--- src/rtl/ccm_ctr_xor_buf.sv ---
`default_nettype none
// ============================================================================
// Module   : ccm_ctr_xor_buf
// Purpose  : Buffers CCM payload blocks, requests one keystream block per
//            payload, and XORs the returned keystream with the oldest payload.
// Revision : 1.0 - initial release
// ============================================================================
module ccm_ctr_xor_buf #(
  parameter int WIDTH_DATA = 128,
  parameter int FIFO_DEPTH = 4
) (
  input  logic                  clk,
  input  logic                  reset,
  input  logic [WIDTH_DATA-1:0] data_in,
  input  logic                  data_in_en,
  input  logic                  data_in_last,
  input  logic [4:0]            data_in_bytes,
  output logic                  data_in_ready,
  output logic                  input_en_buf,
  input  logic [WIDTH_DATA-1:0] encrypt_data,
  input  logic                  encrypt_en,
  output logic [WIDTH_DATA-1:0] data_out,
  output logic                  data_out_en,
  output logic                  data_out_last,
  output logic                  msg_done,
  output logic                  err_ovf,
  output logic                  err_unf
);

  localparam int c_PTR_W = $clog2(FIFO_DEPTH);
  localparam int c_CNT_W = c_PTR_W + 1;
  localparam logic [c_CNT_W-1:0] c_FULL = c_CNT_W'(FIFO_DEPTH);

  typedef enum logic [1:0] {
    S_IDLE  = 2'd0,
    S_RUN   = 2'd1,
    S_DRAIN = 2'd2
  } state_t;

  state_t r_state;
  state_t w_state_next;

  logic [WIDTH_DATA-1:0] r_mem_data  [FIFO_DEPTH];
  logic [4:0]            r_mem_bytes [FIFO_DEPTH];
  logic [FIFO_DEPTH-1:0] r_mem_last;

  logic [c_PTR_W-1:0]    r_wr_ptr;
  logic [c_PTR_W-1:0]    r_rd_ptr;
  logic [c_CNT_W-1:0]    r_count;

  logic                  w_ready;
  logic                  w_push;
  logic                  w_pop;
  logic                  w_head_last;
  logic [4:0]            w_head_bytes;
  logic [WIDTH_DATA-1:0] w_mask;

  assign w_ready       = (r_state != S_DRAIN) && (r_count < c_FULL);
  assign data_in_ready = w_ready;
  assign w_push        = data_in_en && w_ready;
  assign w_pop         = encrypt_en && (r_count != '0);
  assign w_head_last   = r_mem_last[r_rd_ptr];
  assign w_head_bytes  = r_mem_bytes[r_rd_ptr];

  // A partial last block keeps only its N most-significant bytes.
  always_comb begin
    w_mask = {WIDTH_DATA{1'b1}};
    if (w_head_last && (w_head_bytes != 5'd0))
      w_mask = ~({WIDTH_DATA{1'b1}} >> {w_head_bytes, 3'b000});
  end

  always_ff @(posedge clk) begin
    if (w_push) begin
      r_mem_data[r_wr_ptr]  <= data_in;
      r_mem_bytes[r_wr_ptr] <= data_in_bytes;
      r_mem_last[r_wr_ptr]  <= data_in_last;
    end
  end

  always_ff @(posedge clk or posedge reset) begin
    if (reset) begin
      r_wr_ptr <= '0;
      r_rd_ptr <= '0;
      r_count  <= '0;
    end else begin
      if (w_push) r_wr_ptr <= r_wr_ptr + 1'b1;
      if (w_pop)  r_rd_ptr <= r_rd_ptr + 1'b1;
      case ({w_push, w_pop})
        2'b10:   r_count <= r_count + 1'b1;
        2'b01:   r_count <= r_count - 1'b1;
        default: r_count <= r_count;
      endcase
    end
  end

  always_comb begin
    w_state_next = r_state;
    case (r_state)
      S_IDLE:  if (w_push) w_state_next = data_in_last ? S_DRAIN : S_RUN;
      S_RUN:   if (w_push && data_in_last) w_state_next = S_DRAIN;
      // Leave only after the final block has actually been presented.
      S_DRAIN: if ((r_count == '0) && data_out_en && data_out_last) w_state_next = S_IDLE;
      default: w_state_next = S_IDLE;
    endcase
  end

  always_ff @(posedge clk or posedge reset) begin
    if (reset) begin
      r_state       <= S_IDLE;
      input_en_buf  <= 1'b0;
      data_out      <= '0;
      data_out_en   <= 1'b0;
      data_out_last <= 1'b0;
      msg_done      <= 1'b0;
      err_ovf       <= 1'b0;
      err_unf       <= 1'b0;
    end else begin
      r_state       <= w_state_next;
      input_en_buf  <= w_push;
      data_out_en   <= w_pop;
      data_out_last <= w_pop && w_head_last;
      msg_done      <= (r_state == S_DRAIN) && (w_state_next == S_IDLE);
      if (w_pop)                        data_out <= (r_mem_data[r_rd_ptr] ^ encrypt_data) & w_mask;
      if (data_in_en && !w_ready)       err_ovf  <= 1'b1;
      if (encrypt_en && r_count == '0)  err_unf  <= 1'b1;
    end
  end

endmodule
`default_nettype wire
--- config.mk ---
export PLATFORM = sky130hd
export DESIGN_NAME = ccm_ctr_xor_buf
export DESIGN_NICKNAME = d
export VERILOG_FILES = /design/src/rtl/ccm_ctr_xor_buf.sv
export SDC_FILE = /design/constraint.sdc
export NUM_CORES = 1
export LEC_CHECK = 0
export ABC_AREA = 1
export ABC_CLOCK_PERIOD_IN_PS = 18800
export BUFFER_PORTS_ARGS = -buffer_cell sky130_fd_sc_hd__buf_4
export CAP_MARGIN = 20
export CORE_ASPECT_RATIO = 1.75
export CORE_UTILIZATION = 50
export DETAILED_ROUTE_END_ITERATION = 7
export PLACE_DENSITY = 0.71
export SYNTH_ARGS = -nofsm -noshare
export SYNTH_HDL_FRONTEND = slang
export SYNTH_SLANG_ARGS = --single-unit
--- constraint.sdc ---
create_clock -name clk -period 18.8 [get_ports clk]
set_input_delay 0.94 -clock clk [delete_from_list [all_inputs] [get_ports clk]]
set_output_delay 0.94 -clock clk [all_outputs]
set_load 0.03 [all_outputs]
======== Word level (Yosys, flattened, before mapping) ========
Memories as Yosys holds them, arrays and structs flattened.
Index checks and enable logic that the tools add are counted.
word-level totals
  bits of input ports ..................... 266
  bits in registers ....................... 147
  word-level logic and storage cells ...... 64
  output and inout bits ................... 135
  memories ................................ 2
  bits in writable memories ............... 532
operators by class
  shifts and indexed selects .............. 1
  bitwise gates (word level) .............. 3
  eq/ne operators ......................... 5
  add/subtract/negate cells ............... 4
  reduce and logical (&&, ||, !) cells .... 19
  mux-type cells .......................... 14
  $lt $le $gt $ge ......................... 4
memory list
  memory       depth  width  read ports  clocked after Yosys merged registers in  write ports  RTL line  text
  r_mem_data   4      128    1           0                                        1            43        logic [WIDTH_DATA-1:0] r_mem_data [FIFO_DEPTH];
  r_mem_bytes  4      5      1           0                                        1            44        logic [4:0] r_mem_bytes [FIFO_DEPTH];
operator list
  kind                     number
  $and 128x128->128        1
  $mux 128                 1
  $not 128->128            1
  $shr 128x8->128 const A  1
  $xor 128x128->128        1
  $logic_and 1x1->1        12
  $mux 2                   4
  $lt 2x3->1 const B       2
  $pmux 2 s3               1
  $pmux 3 s2               1
  $reduce_bool 5->1        1
  $add 2x1->2 const B      2
  $bwmux 4                 1
  $eq 2x1->1 const B       2
  $eq 2x2->1 const B       2
  $logic_not 2->1          2
  $mux 1                   4
  $add 3x1->3 const B      1
  $logic_not 3->1          1
  $lt 3x3->1 const B       1
  $reduce_bool 3->1        1
  $sub 3x1->3 const B      1
  $bmux 1 s2               1
  $demux 1 s2              1
  other kinds (4)          4

======== Logic depth before layout (Yosys ltp) ========
  word-level depth ........................ 8
  gate-level depth with buffers ........... 13
  depth with buffers taken out ............ 11

======== Worst setup path before layout ========
OpenSTA, ideal clock, no wires.
  kind .................................... register -> register
  start point ............................. reg r_state[1]
  end point ............................... mem r_mem_bytes[0][0] (enable)
  arrival ................................. 6.877 ns
  stages on the path, launching flop included .. 6
  slack ................................... 11.293 ns
  required time ........................... 18.170 ns
  path buffers ............................ 0
  clock period less this slack ............ 7.507 ns
  cells stage by stage .................... dfrtp_1 inv_1 nor2_1 nor2_1 nand2_1 nor2_1
between the ends
  word-level cells in the longest chain between the ends .. 5
RTL lines
  what                          RTL line  text
  from (decl)                   40        state_t r_state;
  from (signal assigned)        118       r_state <= w_state_next;
  $ne 2x2->1                    58        assign w_ready = (r_state != S_DRAIN) && (r_count < c_FULL);
  $logic_and 1x1->1             58
  via data_in_ready             18        output logic data_in_ready,
  $logic_and 1x1->1             60        assign w_push = data_in_en && w_ready;
  $mux 1                        73        if (w_push) begin
  $mux 1 (implied by the code)  75        r_mem_bytes[r_wr_ptr] <= data_in_bytes;
  to (decl)                     44
The timed path passes the listed nets, and every way through them passes these cells.

======== Final worst setup path ========
  start point ............................. reg r_rd_ptr[1]
  end point ............................... reg data_out[97]
between the ends
  word-level cells in the longest chain between the ends .. 5
  elaborated cells on any way between the ends .. 11
RTL lines
  what                                                       RTL line  text
  from (decl)                                                48        logic [c_PTR_W-1:0] r_rd_ptr;
  from (signal assigned)                                     87        if (w_pop) r_rd_ptr <= r_rd_ptr + 1'b1;
  $mem_v2 4x5 / $bmux 1 s2 (equally long branches)           --
  $shr 128x8->128 (tied with other cells)                    69        w_mask = ~({WIDTH_DATA{1'b1}} >> {w_head_bytes, 3'b000});
  $not 128->128 / $logic_and 1x1->1 (equally long branches)  69, 68
  $mux 128                                                   68        if (w_head_last && (w_head_bytes != 5'd0))
  $and 128x128->128 *                                        123       if (w_pop) data_out <= (r_mem_data[r_rd_ptr] ^ encrypt_data) & w_mask;
  to (signal assigned)                                       123
  to (decl)                                                  22        output logic [WIDTH_DATA-1:0] data_out,
Mark *: on every way between the ends. The rest lies on a longest branch, timed or not. The select of a mux whose other input is x is not followed.
A chain may end at the register's enable or synchronous reset.

==> flow_summary_export.csv <==
group,metric,value,unit
run_status,outcome,"finished clean",
timing,finClkSkew,0.0247,ns
clocking,cts_resized,0,
logic_synthesis,synth_area_leaders,"edfxtp_1 58%, nand2_1 14%, dfrtp_1 13%",
logic_synthesis,synthDistinctLibCells,31,
floorplan,initial_utilization,0.505,
timing,rsz0062_at_grt,"false",
global_route,grt_pass1_wl,111,mm
global_route,grt_pass1_vias,20021,
timing,timing.fmax,255,MHz
cells_and_area,multi_input_area,0.00755,mm^2
global_route,antenna_found_initial,20,
floorplan,die_w,180,um
cells_and_area,final_layout_size_suffix_gt1_frac,0.181,
logic_synthesis,async_reset_ff_frac,0.211,
critical_path,cp_data_arrival_time,4.46,ns
clocking,cts_root_buf,"clkbuf_16",
clocking,clk_pin_slew,0.07,ns
critical_path,crit_family,"buffers and inverters",
timing,tns,0,ns
logic_synthesis,post-synth-top-count-cell,"nand2_1",
power_and_ir_drop,p_total,5450,uW
logic_synthesis,synth_common_cells,"1054 x nand2_1, 536 x edfxtp_1, 375 x nand3_1",
placement,io_buffers,400,
timing,period_share,0.208,
global_route,grt_overflow,0,
critical_path,cpPeakStageDelay,0.84,ns
global_route,grt_use_total,0.259,
logic_synthesis,synth_flop_cell,"edfxtp_1",
cells_and_area,final-seq-area,0.0197,mm^2
logic_synthesis,synth_edf_count,536,
drt,drt_iter0_markers,1461,
clocking,cts_tree,"done",
power_and_ir_drop,p_leak,0.0140,uW
global_route,grt_max_degree,172,
critical_path,path_cells,"inv_6 -> buf_4 -> nand3_1 -> nand2_2 -> nand3_2 -> nor2_2 -> nor2_4 -> buf_4 -> nand2_1 -> nand2_1 -> nand2_1",
floorplan,io_pins,401,
critical_path,end_kind,"register",
critical_path,worst_setup_path_start_kind,"register",
clocking,cts_buffers,58,
cells_and_area,final_nets,3207,
clocking,htree_levels,2,
critical_path,cp_max_fo,85,
timing,period_needed,3.92,ns
cells_and_area,fillers,4459,
clocking,cts_setup_buffers,0,
timing,worst_pin_slew,1.12,ns
logic_synthesis,netlist_area,0.0279,mm^2
clocking,cts.sinks,679,
drt,ant_nets,0,
critical_path,cpMaxStageDelayCell,"dfrtp_4",
clocking,cts_hold_buf,0,
drt,wl_per_cell,20.0,um
floorplan,num_rows,114,
logic_synthesis,syn_avg_cell_area,10.8,um^2
power_and_ir_drop,ir_worst_vdd,0.153,mV
cells_and_area,syn_to_final_growth,20.1,%
floorplan,dieArea,0.0567,mm^2
placement,globalplace.congestion,0.841,
timing,drv_slew,0,
critical_path,cp.required,19.35,ns
drt,drt-total-wl,73.9,mm
critical_path,cpMostUsedCell,"nand2_1",
drt,remaining_drc_errors,0,
logic_synthesis,synth_top_area_cell,"edfxtp_1",
logic_synthesis,synth_cells,2574,
clocking,worstSkewPairLatency,0.61,ns
placement,dpl.hpwl,45.4,mm
floorplan,die_h,314,um
critical_path,cp.buffers_inverters,3,
drt,viasPerCell,5.39,
floorplan,core,0.0552,mm^2
timing,finalSetupViolations,0,
hold_path,worst_hold_path_type,"register to register",
power_and_ir_drop,p_per_area,163,mW/mm^2
logic_synthesis,synth_top_area_share,0.578,
drt,vias,19933,
logic_synthesis,yosysWarnings,0,
logic_synthesis,synth-seq-cells,679,
logic_synthesis,yosysSeqAreaShare,0.706,
timing,relSlewSlack,0.254,
timing,hold_violations,0,
critical_path,crit_type,"register to register",
clocking,cts_buffer_depth,3,
drt,drt_pass1_iterations,6,
logic_synthesis,synth_nets,2846,
job,drv_cap,0,
==> area by class of cell <==
type / instances / share of cell area
Clock inverter: 31 / 0.0102
Antenna cell: 18 / 0.00135
Clock buffer: 78 / 0.0490
Tap cell: 696 / 0.0260
Multi-Input combinational cell: 1752 / 0.226
Timing Repair Buffer: 418 / 0.0957
Sequential cell: 679 / 0.588
Inverter: 26 / 0.00359
==> logic make-up after synthesis <==
logic type	after synthesis	share of synthesized area
AO/OA/AOI/OAI	131	0.0239
XOR/XNOR	26	0.00817
flip-flops	679	0.706
adder cells (fa/ha/maj)	6	0.00296
buffers and inverters	143	0.0243
AND/OR/NAND/NOR	1589	0.235
==> placed cells by master (no fill, tap or decap), types with 2 or more instances in the layout <==
cell type   instances
clkinv_2           13
clkbuf_1           10
dfrtp_4             2
nor2_4              6
diode_2            18
buf_12              2
o21ai_1             3
dfrtp_1           141
inv_6               4
bufinv_16           7
nand3_1           375
xnor2_1             3
inv_1              21
nor2_1            135
nand2_2             4
buf_16              2
xor2_1             23
ha_1                5
edfxtp_1          536
buf_4             414
a21oi_1           111
clkinv_4            2
nand2_4            10
o21ai_0            14
clkinvlp_4          3
clkbuf_16          59
clkinv_1            5
clkbuf_8            9
nand2_1          1054
nor3_1              2
==> sequential cells by signal (all words and copies together), names as in the netlist <==
signal / flops
r_count: 3
r_mem_data: 512
err_ovf: 1
data_out_last: 1
r_wr_ptr: 2
data_out_en: 1
data_out: 128
msg_done: 1
r_state: 2
r_mem_last: 4
input_en_buf: 1
r_rd_ptr: 2
r_mem_bytes: 20
err_unf: 1
==> report_power, final <==
| group | switching (uW) | internal [uW] | leakage, uW | total [uW] |
|---|---|---|---|---|
| Combinational | 1440 | 634 | 0.00641 | 2080 |
| Sequential | 186 | 1950 | 0.00661 | 2140 |
| Clock | 534 | 707 | 0.000975 | 1240 |
| Total | 2160 | 3290 | 0.0140 | 5450 |
==> worst register-to-register path: cells and delay by family (launching register included) <==
family | cells | cell delay (ns)
flops | 1 | 0.84
buf+inv | 3 | 1.71
simple gates | 8 | 1.31
==> path summary, 6_finish.rpt <==
check                            start            to  slack [ns]  depth (start not counted)
min reg2reg                 r_state[0]      msg_done        0.47                          1
max reg2reg                r_rd_ptr[1]  data_out[97]       14.89                         11
max in group asynchronous        reset  data_out[96]       16.82                          3
min in group asynchronous        reset  data_out[56]        0.57                          2
max                        r_rd_ptr[1]  data_out[97]       14.89                         11
min                         r_state[0]      msg_done        0.47                          1
==> stage by stage <==
stage               utilization  hold slack [ns]  std cells  instance area (um^2)  setup slack [ns]
global route              0.606            0.484       3697                 33500             14.64
global placement          0.568            0.448       3569                 31400             14.86
CTS                       0.605            0.467       3679                 33400             14.81
floorplan                     -            0.428       2574                 27900             11.29
finish                    0.606            0.470       3698                 33500             14.89
detailed placement        0.569            0.445       3570                 31400             14.84
==> per-layer routing <==
metal  global-route usage  wire [um]  up-vias
met3               0.0480       5040      152
met4                0.147       3370        6
li1                     -          -     9481
met5                    0         44        -
met1                0.291      27200     9561
met2                0.461      38200      733
(Power assumes the default switching activity.)
